### config.mk
export PLATFORM = sky130hd
export DESIGN_NAME = uart_rx
export DESIGN_NICKNAME = d
export VERILOG_FILES = /design/src/rtl/uart_rx_pkg.sv /design/src/rtl/uart_rx_sampler.sv /design/src/rtl/uart_rx.sv
export SDC_FILE = /design/constraint.sdc
export NUM_CORES = 1
export LEC_CHECK = 0
export ABC_AREA = 0
export CAP_MARGIN = 10
export CORE_ASPECT_RATIO = 1.1
export CORE_MARGIN = 5
export CORE_UTILIZATION = 50
export CTS_BUF_LIST = sky130_fd_sc_hd__clkbuf_16
export CTS_CLUSTER_DIAMETER = 120
export DETAILED_ROUTE_END_ITERATION = 6
export PLACE_DENSITY = 0.75
export SLEW_MARGIN = 25
export SYNTH_ARGS = -nofsm -noshare
export SYNTH_HDL_FRONTEND = slang
export SYNTH_HIERARCHICAL = 1
export SYNTH_SLANG_ARGS = --single-unit
### constraint.sdc
create_clock -name CLK -period 4.05 [get_ports CLK]
set_input_delay 1.0125 -clock CLK [delete_from_list [all_inputs] [get_ports CLK]]
set_output_delay 1.0125 -clock CLK [all_outputs]
set_load 0.03 [all_outputs]
### src/rtl/uart_rx_pkg.sv
// UART definitions shared between the RX and TX sides: FSM state encoding,
// parity type constants and the 3-sample majority helper.
package uart_rx_pkg;

   localparam logic [2:0] ST_IDLE   = 3'd0;
   localparam logic [2:0] ST_START  = 3'd1;
   localparam logic [2:0] ST_DATA   = 3'd2;
   localparam logic [2:0] ST_PARITY = 3'd3;
   localparam logic [2:0] ST_STOP   = 3'd4;

   localparam logic PAR_EVEN = 1'b0;
   localparam logic PAR_ODD  = 1'b1;

   function automatic logic maj3(input logic [2:0] s);
      return (s[0] & s[1]) | (s[0] & s[2]) | (s[1] & s[2]);
   endfunction

endpackage

### src/rtl/uart_rx_sampler.sv
// Bit timing for the UART receiver: edge/bit counters and the mid-bit
// 3-sample majority vote.
module uart_rx_sampler
   import uart_rx_pkg::*;
#(
   parameter int PRESC_W = 6,
   parameter int BIT_W   = 4
) (
   input  logic               i_clk,
   input  logic               i_rst,
   input  logic               i_start,
   input  logic               i_run,
   input  logic               i_rx,
   input  logic [PRESC_W-1:0] i_presc,
   output logic               o_sampled_bit,
   output logic               o_bit_done,
   output logic [BIT_W-1:0]   o_bit_cnt
);

   logic [PRESC_W-1:0] r_edge_cnt;
   logic [BIT_W-1:0]   r_bit_cnt;
   logic [2:0]         r_smp;
   logic [PRESC_W-1:0] w_half;
   logic               w_last;

   assign w_half = i_presc >> 1;
   assign w_last = (r_edge_cnt == i_presc - PRESC_W'(1));

   // The start edge itself counts as edge 0, so the counter resumes at 1.
   always_ff @(posedge i_clk) begin
      if (i_rst) begin
         r_edge_cnt <= '0;
         r_bit_cnt  <= '0;
      end else if (i_start) begin
         r_edge_cnt <= PRESC_W'(1);
         r_bit_cnt  <= '0;
      end else if (i_run) begin
         if (w_last) begin
            r_edge_cnt <= '0;
            r_bit_cnt  <= r_bit_cnt + BIT_W'(1);
         end else begin
            r_edge_cnt <= r_edge_cnt + PRESC_W'(1);
         end
      end
   end

   always_ff @(posedge i_clk) begin
      if (i_rst) begin
         r_smp <= '0;
      end else if (i_run) begin
         if (r_edge_cnt == w_half - PRESC_W'(1)) r_smp[0] <= i_rx;
         if (r_edge_cnt == w_half)               r_smp[1] <= i_rx;
         if (r_edge_cnt == w_half + PRESC_W'(1)) r_smp[2] <= i_rx;
      end
   end

   assign o_sampled_bit = maj3(r_smp);
   assign o_bit_done    = i_run & w_last;
   assign o_bit_cnt     = r_bit_cnt;

endmodule

### src/rtl/uart_rx.sv
// UART receiver: start, WIDTH data bits LSB first, optional parity, one stop
// bit; registered data/valid and one-cycle parity/stop error pulses.
module uart_rx
   import uart_rx_pkg::*;
#(
   parameter int WIDTH   = 8,
   parameter int PRESC_W = 6
) (
   input  logic               CLK,
   input  logic               RST,
   input  logic               RX_IN,
   input  logic [PRESC_W-1:0] PRESCALE,
   input  logic               PAR_EN,
   input  logic               PAR_TYP,
   output logic [WIDTH-1:0]   P_DATA,
   output logic               DATA_VALID,
   output logic               PAR_ERR,
   output logic               STP_ERR
);

   localparam int BIT_W = $clog2(WIDTH + 4);

   logic [2:0]         r_state;
   logic [PRESC_W-1:0] r_presc;
   logic               r_par_en;
   logic               r_par_typ;
   logic               r_par_fail;
   logic [WIDTH-1:0]   r_shift;

   logic               w_start;
   logic               w_run;
   logic               w_bit;
   logic               w_done;
   logic [BIT_W-1:0]   w_bit_cnt;
   logic               w_par_exp;

   assign w_start   = (r_state == ST_IDLE) && !RX_IN;
   assign w_run     = (r_state != ST_IDLE);
   assign w_par_exp = (r_par_typ == PAR_EVEN) ? ^r_shift : ~^r_shift;

   uart_rx_sampler #(
      .PRESC_W (PRESC_W),
      .BIT_W   (BIT_W)
   ) u_sampler (
      .i_clk         (CLK),
      .i_rst         (RST),
      .i_start       (w_start),
      .i_run         (w_run),
      .i_rx          (RX_IN),
      .i_presc       (r_presc),
      .o_sampled_bit (w_bit),
      .o_bit_done    (w_done),
      .o_bit_cnt     (w_bit_cnt)
   );

   always_ff @(posedge CLK) begin
      if (RST) begin
         r_state    <= ST_IDLE;
         r_presc    <= '0;
         r_par_en   <= 1'b0;
         r_par_typ  <= 1'b0;
         r_par_fail <= 1'b0;
         r_shift    <= '0;
         P_DATA     <= '0;
         DATA_VALID <= 1'b0;
         PAR_ERR    <= 1'b0;
         STP_ERR    <= 1'b0;
      end else begin
         DATA_VALID <= 1'b0;
         PAR_ERR    <= 1'b0;
         STP_ERR    <= 1'b0;
         case (r_state)
            ST_IDLE: begin
               // Config is frozen for the frame so a mid-frame change cannot skew timing.
               if (!RX_IN) begin
                  r_state    <= ST_START;
                  r_presc    <= PRESCALE;
                  r_par_en   <= PAR_EN;
                  r_par_typ  <= PAR_TYP;
                  r_par_fail <= 1'b0;
               end
            end
            ST_START: begin
               if (w_done) r_state <= w_bit ? ST_IDLE : ST_DATA;
            end
            ST_DATA: begin
               if (w_done) begin
                  r_shift <= {w_bit, r_shift[WIDTH-1:1]};
                  if (w_bit_cnt == BIT_W'(WIDTH))
                     r_state <= r_par_en ? ST_PARITY : ST_STOP;
               end
            end
            ST_PARITY: begin
               if (w_done) begin
                  if (w_bit != w_par_exp) begin
                     r_par_fail <= 1'b1;
                     PAR_ERR    <= 1'b1;
                  end
                  r_state <= ST_STOP;
               end
            end
            ST_STOP: begin
               if (w_done) begin
                  r_state <= ST_IDLE;
                  if (!w_bit) begin
                     STP_ERR <= 1'b1;
                  end else if (!r_par_fail) begin
                     P_DATA     <= r_shift;
                     DATA_VALID <= 1'b1;
                  end
               end
            end
            default: r_state <= ST_IDLE;
         endcase
      end
   end

endmodule

==> results of run 1 <==
-- layout by cell type (no fill, tap or decap), drive strengths merged, types with 4 or more instances in the layout --
| cell | Yosys | routed |
|---|---|---|
| o21ai | 4 | 4 |
| mux2i | 21 | 21 |
| nand2 | 32 | 32 |
| ha | 6 | 6 |
| clkbuf | 6 | 5 |
| a21oi | 21 | 21 |
| xnor2 | 17 | 17 |
| dfxtp | 44 | 44 |
| xor2 | 8 | 8 |
| inv | 5 | 7 |
| nand3 | 7 | 7 |
| and3 | 4 | 4 |
| nand2b | 4 | 4 |
| clkdlybuf4s50 | 0 | 21 |
| nor3 | 9 | 9 |
| nor2 | 35 | 35 |
-- cells by family (layout without fill, tap and decap cells) --
group                    after synthesis  in the layout  share of synthesized area
AND/OR/NAND/NOR                      115            115                      0.243
AO/OA/AOI/OAI                         41             41                      0.116
XOR/XNOR                              27             27                      0.109
flip-flops                            44             44                      0.365
adder cells (fa/ha/maj)                7              7                     0.0353
multiplexers                          21             21                     0.0872
buffers and inverters                 19             38                     0.0441
-- metal layers --
| layer | track usage | wire (µm) |
|---|---|---|
| met3 | 0.0314 | 227 |
| met4 | 0.0668 | 60 |
| met5 | 0 | 0 |
| met1 | 0.217 | 2310 |
| met2 | 0.273 | 2410 |
-- final cells by class --
cell class                 count  area share
multi-input combinational    211       0.514
sequential                    44       0.318
timing repair buffer          24      0.0840
clock buffer                   5      0.0451
tap                           56      0.0253
inverter                       6     0.00813
clock inverter                 3     0.00587
-- flip-flops by register name, indices dropped and copies added (netlist names) --
name and cells:
DATA_VALID 1, PAR_ERR 1, P_DATA 8, STP_ERR 1, r_par_en 1, r_par_fail 1, r_par_typ 1, r_presc 6
r_shift 8, r_state 3, u_sampler/o_bit_cnt 4, u_sampler/r_edge_cnt 6, u_sampler/r_smp 3
-- power groups by stage --
| stage | logic (mW) | clock network [mW] | registers (mW) |
|---|---|---|---|
| after floorplan | 0.393 | 0 | 0.521 |
| after global placement | 0.445 | 0 | 0.556 |
| after detailed placement | 0.450 | 0 | 0.556 |
| after CTS | 0.455 | 0.398 | 0.548 |
| after global routing | 0.516 | 0.420 | 0.560 |
| final | 0.456 | 0.389 | 0.548 |
-- final timing paths --
check	startpoint	to	slack [ns]	cells after the start
hold reg to reg	u_sampler/o_bit_cnt[3]$_SDFFE_PP0P_	u_sampler/o_bit_cnt[3]$_SDFFE_PP0P_	0.49	2
hold / removal	u_sampler/o_bit_cnt[3]$_SDFFE_PP0P_	u_sampler/o_bit_cnt[3]$_SDFFE_PP0P_	0.49	2
setup / recovery	r_presc[1]$_SDFFE_PP0P_	r_state[1]$_SDFFE_PP0P_	0.78	10
setup reg to reg	r_presc[1]$_SDFFE_PP0P_	r_state[1]$_SDFFE_PP0P_	0.78	10
-- stage by stage --
step	cells	cell area, µm²	setup WS [ns]	power [mW]	utilization
floorplan	274	2410	1.20	0.914	-
global placement	341	2630	0.915	1.00	0.565
detailed placement	341	2630	0.785	1.01	0.565
CTS	349	2770	0.788	1.40	0.596
global route	349	2770	0.412	1.50	0.596
finish	349	2770	0.780	1.39	0.596
-- tightest hold or removal path, stage by stage (launching register included) --
cell and delay (ns):
dfxtp_1 0.32, o31ai_1 0.06, a21oi_1 0.05
==> impl_metrics.json, run 1 <==
{
  "yosys-top-cells-area": "dfxtp_1 (37%), mux2i_1 (8.7%), xnor2_1 (6.2%)",
  "finalSetupViolCount": 0,
  "ys_seq_area_frac": 0.365,
  "swShare": 0.357,
  "synth_most_common_cell": "dfxtp_1",
  "critPathKind": "flip-flop to flip-flop",
  "cts_buffer_depth": 2,
  "fillers": 424,
  "insertion_delay_ns": 0.28,
  "drc": 0,
  "syn_area_um2": 2410,
  "multi_input_area_um2": 1420,
  "core_um2": 4650,
  "fin_setup_tns_ns": 0,
  "wl_mm": 5.01,
  "syn_nets": 291,
  "io_buffers": 21,
  "yosysTopAreaCell": "dfxtp_1",
  "cts_setup_buffers": 0,
  "die_w_um": 76.2,
  "combPwrFrac": 0.327,
  "slew_headroom": 0.500,
  "worst-path-buf-inv": 1,
  "rows": 26,
  "syn_area_per_cell_um2": 8.80,
  "gr-total-overflow": 0,
  "synth_flop_cell": "dfxtp_1",
  "grtUsageTotal": 0.167,
  "cts_buffers": 5,
  "path_delay_family": "simple AND/OR/NAND/NOR gates",
  "critical_path.max_stage_delay_ns": 0.63,
  "cts.clk_slew.worst_paths_ns": 0.06,
  "cp_max_fo": 11,
  "root_buffer": "clkbuf_16",
  "start_util": 0.518,
  "min_period_ns": 3.27,
  "die_h_um": 82.8,
  "synth_top_area_share": 0.365,
  "synth_cells": 274,
  "cap_violations": 0,
  "grt_pass1_vias": 1993,
  "cts_max_level": 2,
  "ys_ff_latch": 44,
  "ant_nets": 0,
  "switchingPower_mw": 0.498,
  "hold_path.class": "flip-flop to flip-flop",
  "p_leak_nw": 0.995,
  "yosysUniqueCellTypes": 53,
  "required_ns": 4.19,
  "irDropWorstVdd_uv": 248,
  "p_clk_frac": 0.279,
  "slowest_stage": "nor3_2",
  "drt_iter0_drc": 116,
  "drive_above_1_share": 0.0717,
  "antenna_found_initial": 0,
  "ys.warnings.count": 6,
  "worstMarginPinSlew_ns": 0.748,
  "cellPowerDensity_nw_per_um2": 503,
  "maxSlewViolCount": 0,
  "p_int_mw": 0.896,
  "hpwl_mm": 3.41,
  "worst_hold_slack_ns": 0.485,
  "grt_pass1_wl_mm": 9.04,
  "first_pass_iters": 4,
  "synth_edf_count": 0,
  "die_area_um2": 6310,
  "pwr-share-seq": 0.394,
  "io_pins": 22,
  "gp_congestion": 0.804,
  "min_period_over_period": 0.807,
  "cts.sinks": 44,
  "worstPathArrival_ns": 3.41,
  "cts_tree": "built",
  "fmax_mhz": 306,
  "synthToLayoutAreaGrowth_pct": 14.9,
  "crit_chain": "inv_1 > ha_1 > xnor2_1 > a311oi_2 > o21ai_2 > nor3_2 > a2111oi_0 > nor4_1 > mux2i_1 > nor2_1",
  "viasPerCell": 5.61,
  "cts-hold-fix-buffers": 0,
  "wl_per_cell_um": 14.3,
  "cts_resized": 0,
  "seq_area_um2": 881,
  "yosys-top-cells-count": "dfxtp_1 (44), nor2_1 (34), nand2_1 (32)",
  "async_flop_share": 0,
  "num_vias": 1959,
  "fin_worst_skew_ns": 0.00210,
  "nNetsFinal": 309,
  "cp-start-kind": "flip-flop",
  "status": "finished, final reports clean",
  "hold_viol": 0,
  "num_antenna_cells": 0,
  "cp-end-kind": "flip-flop",
  "rsz0062_at_grt": "no",
  "grt_max_degree": 22
}
Power figures use the tool's default switching activity.
==> inputs of run 2 (changes only) <==
- clock period: 4.05 -> 3.2 ns (I/O delays scaled with it)
==> run 2 against run 1 <==
Net effect: global-route usage is 0.41 points lower; critical endpoint unchanged; power up 27%; utilization increased by 0.62 points; largest power group unchanged; sequential share of layout area decreased by 0.33 points; count of clock-buffer cells in the layout unchanged.
==> impl_metrics.json, run 2 (synthesis gave the netlist of run 1 again) <==
{
  "start_util": 0.518,
  "rsz0062_at_grt": "no",
  "final_common_cell": "dfxtp_1",
  "antenna_found_initial": 0,
  "grtUsageTotal": 0.163,
  "fin_setup_tns_ns": 0,
  "io_buffers": 21,
  "cts_buffer_depth": 2,
  "insertion_delay_ns": 0.28,
  "r2r_start": "r_presc[1]$_SDFFE_PP0P_",
  "swShare": 0.354,
  "startpoint": "r_presc[1]$_SDFFE_PP0P_",
  "cts_resized": 0,
  "worstSetupEndpoint": "r_state[1]$_SDFFE_PP0P_",
  "p_clk_frac": 0.275,
  "status": "finished, final reports clean",
  "drc": 0,
  "cts_setup_buffers": 0,
  "cts.sinks": 44,
  "largestRegisters": "P_DATA x8, r_shift x8",
  "hold_viol": 0,
  "finalPower_mw": 1.77,
  "first_pass_iters": 4,
  "io_pins": 22,
  "critPathKind": "flip-flop to flip-flop",
  "pwr-share-seq": 0.388,
  "final_cell_mix": "dfxtp_1 (44), nor2_1 (34), nand2_1 (32)",
  "min_period_ns": 2.91,
  "min_period_over_period": 0.908,
  "cap_violations": 0,
  "worstPathArrival_ns": 3.07,
  "irDropWorstVdd_uv": 373,
  "crit_chain": "inv_1 > ha_1 > xnor2_1 > a311oi_2 > o21ai_2 > nor3_2 > buf_4 > a2111oi_0 > nor4_1 > mux2i_1 > nor2_1",
  "cp_max_fo": 10,
  "die_w_um": 76.2,
  "cts_max_level": 2,
  "p_leak_nw": 1.01,
  "maxSlewViolCount": 0,
  "switchingPower_mw": 0.629,
  "die_h_um": 82.8,
  "cts_buffers": 5,
  "critical_path.max_stage_delay_ns": 0.52,
  "die_area_um2": 6310,
  "worstMarginPinSlew_ns": 0.526,
  "fmax_mhz": 344,
  "p_int_mw": 1.15,
  "finalSetupViolCount": 0,
  "core_um2": 4650,
  "worstHoldStart": "u_sampler/r_smp[2]$_SDFFE_PP0P_",
  "wl_mm": 4.97,
  "r2r_cells": 11,
  "fillers": 420,
  "wl_per_cell_um": 14.1,
  "viasPerCell": 5.60,
  "slew_headroom": 0.646,
  "grt_pass1_wl_mm": 8.66,
  "nNetsFinal": 313,
  "num_antenna_cells": 0,
  "cp-end-kind": "flip-flop",
  "root_buffer": "clkbuf_16",
  "ant_nets": 0,
  "grt_max_degree": 29,
  "drt_iter0_drc": 121,
  "required_ns": 3.36,
  "cts.clk_slew.worst_paths_ns": 0.06,
  "synthToLayoutAreaGrowth_pct": 16.1,
  "num_vias": 1977,
  "timing.rr.end": "r_state[1]$_SDFFE_PP0P_",
  "cts-hold-fix-buffers": 0,
  "hpwl_mm": 3.52,
  "cellPowerDensity_nw_per_um2": 634,
  "drive_above_1_share": 0.0842,
  "rows": 26,
  "slowest_stage": "nor4_1",
  "cp-start-kind": "flip-flop",
  "combPwrFrac": 0.337,
  "grt_pass1_vias": 1916,
  "gp_congestion": 0.828,
  "gr-total-overflow": 0,
  "r2r_setup_slack_ns": 0.29,
  "fin_worst_skew_ns": 0.00528,
  "cts_tree": "built",
  "hold_path.class": "flip-flop to flip-flop"
}
## run 2: how the worst min path moves through the flow
stage	to	cells past startpoint	slack, ns
after global placement	u_sampler/r_smp[2]$_SDFFE_PP0P_	2	0.46
after detailed placement	u_sampler/r_smp[2]$_SDFFE_PP0P_	2	0.48
after CTS	r_shift[0]$_SDFFE_PP0P_	2	0.49
after global routing	u_sampler/r_smp[2]$_SDFFE_PP0P_	2	0.50
final	u_sampler/r_smp[2]$_SDFFE_PP0P_	2	0.48
after floorplan	u_sampler/o_bit_cnt[3]$_SDFFE_PP0P_	2	0.45
## run 2: per-layer routing
metal  global-route usage  wire length (µm)
met5                    0                 0
met2                0.272              2370
met4               0.0572                74
met1                0.203              2280
met3               0.0422               251
## run 2: critical path: cells and delay by family (launching register included)
family / cells / cell delay [ns]
and+or+nand+nor: 3 / 0.79
AOI/OAI and AO/OA: 3 / 0.56
DFF: 1 / 0.44
adders and majority gates: 1 / 0.31
buffers and inverters: 2 / 0.30
muxes: 1 / 0.25
xor gates and xnor gates: 1 / 0.14
## run 2: through the flow
stage          hold WS [ns]   util  area, µm²  instances  worst slack (ns)
2_1_floorplan         0.447      -       2410        274             0.349
3_3_place_gp          0.462  0.572       2660        345             0.415
3_5_place_dp          0.477  0.572       2660        345             0.303
4_1_cts               0.486  0.602       2800        353             0.290
5_1_grt               0.500  0.602       2800        353            0.0796
6_report              0.478  0.602       2800        353             0.295
## run 2: layout make-up
cell class / count / area (µm²) / share of cell area
clock buffer: 5 / 125 / 0.0447
timing repair buffer: 28 / 263 / 0.0938
tap: 56 / 70.1 / 0.0250
sequential: 44 / 881 / 0.315
inverter: 6 / 22.5 / 0.00804
clock inverter: 3 / 15.0 / 0.00536
multi-input combinational: 211 / 1420 / 0.508
## run 2: power groups by stage
stage / clock network (mW) / registers [mW] / logic, mW
2_1_floorplan: 0 / 0.660 / 0.497
3_3_place_gp: 0 / 0.698 / 0.580
3_5_place_dp: 0 / 0.698 / 0.591
4_1_cts: 0.502 / 0.686 / 0.596
5_1_grt: 0.534 / 0.699 / 0.663
6_report: 0.488 / 0.689 / 0.598
==> inputs of run 3 (changes only) <==
- GPL_ROUTABILITY_DRIVEN: not set -> 0
==> results of run 3 <==
No change in the layout: final DEF, timing and power equal those of run 2.
